===== config.mk =====
export PLATFORM = sky130hd
export DESIGN_NAME = clock_div_sweeper
export DESIGN_NICKNAME = d
export VERILOG_FILES = /design/src/rtl/clock_div_sweeper.sv
export SDC_FILE = /design/constraint.sdc
export NUM_CORES = 1
export LEC_CHECK = 0
export CORE_UTILIZATION = 30
export DETAILED_ROUTE_END_ITERATION = 10
export DONT_BUFFER_PORTS = 1
export GPL_TIMING_DRIVEN = 1
export PLACE_DENSITY = 0.48
export SYNTH_ARGS = -nofsm -noshare
export SYNTH_HDL_FRONTEND = slang
export SYNTH_SLANG_ARGS = --single-unit

===== constraint.sdc =====
create_clock -name clk -period 6.2 [get_ports clk]
set_clock_uncertainty 0.15 [all_clocks]
set_input_delay 0.93 -clock clk [delete_from_list [all_inputs] [get_ports clk]]
set_output_delay 0.93 -clock clk [all_outputs]
set_load 0.01 [all_outputs]

===== src/rtl/clock_div_sweeper.sv =====
// Sweeps the clock manager CLKOUT0 integer divide and samples the measured frequency.
// Optional CLK_SWEEP_RESTORE_EN reprograms div_restore before signalling done.
module clock_div_sweeper #(
    parameter int unsigned FREQ_HZ        = 250000000,
    parameter int unsigned SETTLE_CYCLES  = 1000,
    parameter int unsigned MEASURE_CYCLES = FREQ_HZ
) (
    input  logic        clk,
    input  logic        reset,
    input  logic        start,
    input  logic        abort,
    input  logic [7:0]  div_first,
    input  logic [7:0]  div_last,
    input  logic [7:0]  div_step,
    input  logic [9:0]  div_frac,
    input  logic [31:0] div_restore,
    input  logic [31:0] freq_out,
    output logic [31:0] div_in,
    output logic        configure,
    output logic        busy,
    output logic        done,
    output logic        aborted,
    output logic        sample_valid,
    output logic [7:0]  sample_div,
    output logic [31:0] sample_freq,
    output logic [8:0]  sample_count
);

    localparam logic [31:0] SET_LAST  = 32'(SETTLE_CYCLES - 1);
    localparam logic [31:0] MEAS_LAST = 32'(MEASURE_CYCLES - 1);

    typedef enum logic [3:0] {
        S_IDLE, S_PROGRAM, S_SETTLE, S_MEASURE, S_NEXT,
        S_FINISH, S_RESTORE, S_RSETTLE, S_DONE
    } state_t;

    state_t      state_q;
    logic [31:0] cnt_q;
    logic [7:0]  cur_q, last_q, step_q;
    logic [9:0]  frac_q;
    logic [31:0] div_in_q, sample_freq_q;
    logic        configure_q, busy_q, done_q, aborted_q, sample_valid_q;
    logic [7:0]  sample_div_q;
    logic [8:0]  sample_count_q;
    logic [8:0]  nxt_d;
    logic        sweeping;

`ifdef CLK_SWEEP_RESTORE_EN
    logic [31:0] restore_q;
`else
    logic        unused_restore;
    assign unused_restore = ^div_restore;
`endif

    // 9-bit sum so a step past 255 terminates instead of wrapping
    assign nxt_d = {1'b0, cur_q} + {1'b0, step_q};
    assign sweeping = (state_q == S_PROGRAM) || (state_q == S_SETTLE) ||
                      (state_q == S_MEASURE) || (state_q == S_NEXT);

    always_ff @(posedge clk or posedge reset) begin
        if (reset) begin
            state_q        <= S_IDLE;
            cnt_q          <= '0;
            cur_q          <= '0;
            last_q         <= '0;
            step_q         <= '0;
            frac_q         <= '0;
            div_in_q       <= '0;
            sample_freq_q  <= '0;
            configure_q    <= 1'b0;
            busy_q         <= 1'b0;
            done_q         <= 1'b0;
            aborted_q      <= 1'b0;
            sample_valid_q <= 1'b0;
            sample_div_q   <= '0;
            sample_count_q <= '0;
`ifdef CLK_SWEEP_RESTORE_EN
            restore_q      <= '0;
`endif
        end else begin
            configure_q    <= 1'b0;
            done_q         <= 1'b0;
            sample_valid_q <= 1'b0;
            if (abort && sweeping) begin
                state_q   <= S_FINISH;
                aborted_q <= 1'b1;
            end else begin
                unique case (state_q)
                    S_IDLE: begin
                        if (start && !abort) begin
                            cur_q          <= div_first;
                            last_q         <= div_last;
                            step_q         <= (div_step == 8'd0) ? 8'd1 : div_step;
                            frac_q         <= div_frac;
                            aborted_q      <= 1'b0;
                            sample_count_q <= '0;
`ifdef CLK_SWEEP_RESTORE_EN
                            restore_q      <= div_restore;
`endif
                            if (div_first == 8'd0) begin
                                state_q <= S_DONE;
                                done_q  <= 1'b1;
                            end else begin
                                state_q <= S_PROGRAM;
                                busy_q  <= 1'b1;
                            end
                        end
                    end
                    S_PROGRAM: begin
                        div_in_q    <= {14'b0, frac_q, cur_q};
                        configure_q <= 1'b1;
                        cnt_q       <= '0;
                        state_q     <= S_SETTLE;
                    end
                    S_SETTLE: begin
                        if (cnt_q == SET_LAST) begin
                            cnt_q   <= '0;
                            state_q <= S_MEASURE;
                        end else begin
                            cnt_q <= cnt_q + 32'd1;
                        end
                    end
                    S_MEASURE: begin
                        if (cnt_q == MEAS_LAST) begin
                            sample_freq_q  <= freq_out;
                            sample_div_q   <= cur_q;
                            sample_valid_q <= 1'b1;
                            sample_count_q <= sample_count_q + 9'd1;
                            state_q        <= S_NEXT;
                        end else begin
                            cnt_q <= cnt_q + 32'd1;
                        end
                    end
                    S_NEXT: begin
                        if (nxt_d[8] || (nxt_d[7:0] > last_q)) begin
                            state_q <= S_FINISH;
                        end else begin
                            cur_q   <= nxt_d[7:0];
                            state_q <= S_PROGRAM;
                        end
                    end
`ifdef CLK_SWEEP_RESTORE_EN
                    S_FINISH: state_q <= S_RESTORE;
                    S_RESTORE: begin
                        div_in_q    <= restore_q;
                        configure_q <= 1'b1;
                        cnt_q       <= '0;
                        state_q     <= S_RSETTLE;
                    end
                    S_RSETTLE: begin
                        if (cnt_q == SET_LAST) begin
                            state_q <= S_DONE;
                            done_q  <= 1'b1;
                            busy_q  <= 1'b0;
                        end else begin
                            cnt_q <= cnt_q + 32'd1;
                        end
                    end
`else
                    S_FINISH: begin
                        state_q <= S_DONE;
                        done_q  <= 1'b1;
                        busy_q  <= 1'b0;
                    end
`endif
                    S_DONE: state_q <= S_IDLE;
                    default: state_q <= S_IDLE;
                endcase
            end
        end
    end

    assign div_in       = div_in_q;
    assign configure    = configure_q;
    assign busy         = busy_q;
    assign done         = done_q;
    assign aborted      = aborted_q;
    assign sample_valid = sample_valid_q;
    assign sample_div   = sample_div_q;
    assign sample_freq  = sample_freq_q;
    assign sample_count = sample_count_q;

endmodule


==> results.md <==
- Top cells by count, synth: 206 x nand2_1, 142 x dfrtp_1, 44 x nor2_1
- Synth top area share: 0.518
- Post-CTS sizing: 0
- Via count: 4,966
- Met1 Resource Use GR: 0.178
- EDFF count, synth: 0
- GRT met3 Usage: 0.0576
- CP max stage delay: 0.71 ns
- Flop pwr share: 0.389
- Syn Area/Cell: 9.56 um^2
- Total Neg Setup Slack: 0 ns
- Critical-path cell list: ha_1 -> fa_1 -> a211oi_1 -> o21bai_1 -> a21oi_1 -> xnor2_1 -> ha_1 -> o21ai_0 -> nor2_1 -> nor3_1 -> a21oi_1 -> o31ai_2 -> mux2_2
- CTS Buffer Depth: 2
- Cell area after synthesis: 6860 um^2
- Synth warnings: 0
- Area leader, netlist: dfrtp_1
- Chip Width: 153 um
- GRT Total Usage: 0.150
- WL/cell: 16.6 um
- Largest net degree at the start of global routing: 82
- Clock slew at reported path FFs: 0.06 ns
- Worst-Skew Late Latency: 0.42 ns
- Post-synth ARST share: 1.00
- Hold Buf Count CTS: 0
- Number of global-route vias before repair: 5,206
- Leak Pwr: 0.00366 uW
- Crit Path Class: register to register
- Floorplan core area: 22,100 um^2
- Initial antenna violation count: 0
- Total gr overflow: 0
- Num CTS Buffers: 17
- Final Cycle Share: 0.637
- Syn-to-layout area delta: 12.5%
- CTS root buf: clkbuf_16
- Critical Path AT: 4.10 ns
- ANT cells: 0
- Hold WC Path Type: register to register
- CTS H-tree depth: 4
- IO Port Bufs: 0
- Combinational share of power: 0.297
- CP Capture Type: register
- Least-Margin Pin Slew: 0.808 ns
- Initial core utilization: 0.311
- Netlist cell types: 52
- Power Internal: 2220 uW
- Ports: 188
- Part of the Yosys area used for sequential elements: 0.518
- Final Hold Fails: 0
- Status: finished clean
- Relative slew margins: 0.462
- Sw power: 1120 uW
- Delay-heaviest family, CP: compound AO/OA/AOI/OAI gates
- Met2 Use GR: 0.254
- # rows: 54
- Critical Path RT: 6.35 ns
- Via density: 4.93
- Maximum vdd drop: 0.159 mV
- RSZ-0062 raised after global routing: false
- Post-DP HPWL: 11,900 um
- DIE AREA: 23,500 um^2
- Clk pwr share: 0.314
- Clk sink count: 142
- CP Max Fanout: 8
- #FFs+latches synth: 142
- First-pass GRT wire length: 27,800 um
- Worst setup SP type: register
- Layout cell share with drive strength beyond 1: 0.117
- Main synth FF type: dfrtp_1
- Drt total wl: 16,700 um
- Post-synthesis instance total: 718
- Top-count cell post-synth: nand2_1
- Gr busiest metal: met2
- Post-CTS Setup Repair Bufs: 0
- Slew Viols, Final: 0
- Clock tree from TritonCTS: done
- Endpoints failing setup: 0
- Fill cell count: 2,221
- Pwr dens: 432 nW/um^2
- Crit-path slowest cell: o31ai_2
- Largest cells by area after synthesis: dfrtp_1 52%, nand2_1 11%, mux2_2 5.4%
- Max-Cap Viols: 0
- 1st-pass router iterations: 4
- DRC errors left: 0
- Fin crit period: 3.95 ns
- Utilization after layout: 0.350
- Placer Congestion: 0.805
- Switching share of power: 0.334
- Die Ht: 153 um
- Fmax: 253 MHz
- ANT nets after route: 0
- Buf+Inv Stages, Crit Path: 0
- Nets: 837
- Initial DRC count: 287
## routing by layer
layer / vias to the layer above / routed length (um)
met5: - / 0
met4: 0 / 101
met1: 2451 / 7110
met3: 8 / 1220
li1: 2393 / -
met2: 114 / 8290
## final timing paths
kind,to,depth (start not counted),start,slack (ns)
setup / recovery,cur_q[4],13,cur_q[0],2.25
hold / removal,frac_q[6],2,frac_q[6],0.32
setup reg to reg,cur_q[4],13,cur_q[0],2.25
hold reg to reg,frac_q[6],2,frac_q[6],0.32
max in group asynchronous,step_q[0],2,reset,4.21
min in group asynchronous,sample_freq[8],1,reset,0.33
## power by group through the flow
| stage | sequential, uW | combinational [uW] | clock (uW) |
|---|---|---|---|
| 2_1_floorplan | 1240 | 835 | 0 |
| 3_3_place_gp | 1310 | 972 | 0 |
| 3_5_place_dp | 1320 | 999 | 0 |
| 4_1_cts | 1300 | 1000 | 1080 |
| 5_1_grt | 1320 | 1140 | 1130 |
| 6_report | 1300 | 992 | 1050 |
## cells by family (layout without fill, tap and decap cells)
group / after synthesis / count (layout) / share of synthesized area
and+or+nand+nor: 362 / 362 / 0.247
DFF: 142 / 142 / 0.518
AOI/OAI and AO/OA: 70 / 70 / 0.0622
buffers and inverters: 58 / 55 / 0.0405
muxes: 34 / 34 / 0.0556
xor gates and xnor gates: 32 / 32 / 0.0408
adders and majority gates: 19 / 19 / 0.0357
other: 1 / 14 / 0.000546
## sequential cells by signal (all words and copies together), names as in the netlist, 8 cells and up
register and count:
sample_freq 32, step_q 8, cnt_q 32, last_q 8
frac_q 10, sample_div 8, cur_q 8, div_in 18
sample_count 9
## cell usage in the layout (no fill, tap or decap), types with 5 or more instances in the layout
master,synthesis,routed
a211oi_1,5,5
a21oi_1,18,18
and3_1,11,11
and4_1,7,7
buf_4,14,7
clkbuf_16,0,17
clkinv_2,0,5
conb_1,1,14
dfrtp_1,142,142
ha_1,18,18
inv_1,16,15
mux2_2,33,33
nand2_1,206,206
nand3_1,22,21
nand4_1,14,14
nor2_1,44,44
nor3_1,13,13
nor4_1,7,6
o21ai_0,25,25
or3_1,7,7
xnor2_1,19,19
xor2_1,13,13
## metrics by stage
stage	total power (uW)	instances	instance area [um^2]	setup slack, ns	hold WS (ns)
2_1_floorplan	2080	731	6910	1.31	0.290
3_3_place_gp	2280	977	7120	2.23	0.304
3_5_place_dp	2320	977	7120	2.26	0.309
4_1_cts	3390	1008	7720	2.24	0.324
5_1_grt	3590	1008	7720	2.00	0.344
6_report	3340	1008	7720	2.25	0.322
## worst min-delay path: cells and delay by family (launching register included)
family,cells,cell delay (ns)
DFF,1,0.34
and+or+nand+nor,2,0.10
## final cells by class
type,instances,area (um^2),share of cell area
clock inverter,11,140,0.0181
tap,280,350,0.0454
multi-input combinational,531,3090,0.400
sequential,142,3550,0.460
inverter,17,68.8,0.00891
clock buffer,20,467,0.0604
timing repair buffer,7,52.6,0.00680
(Power assumes the default switching activity.)
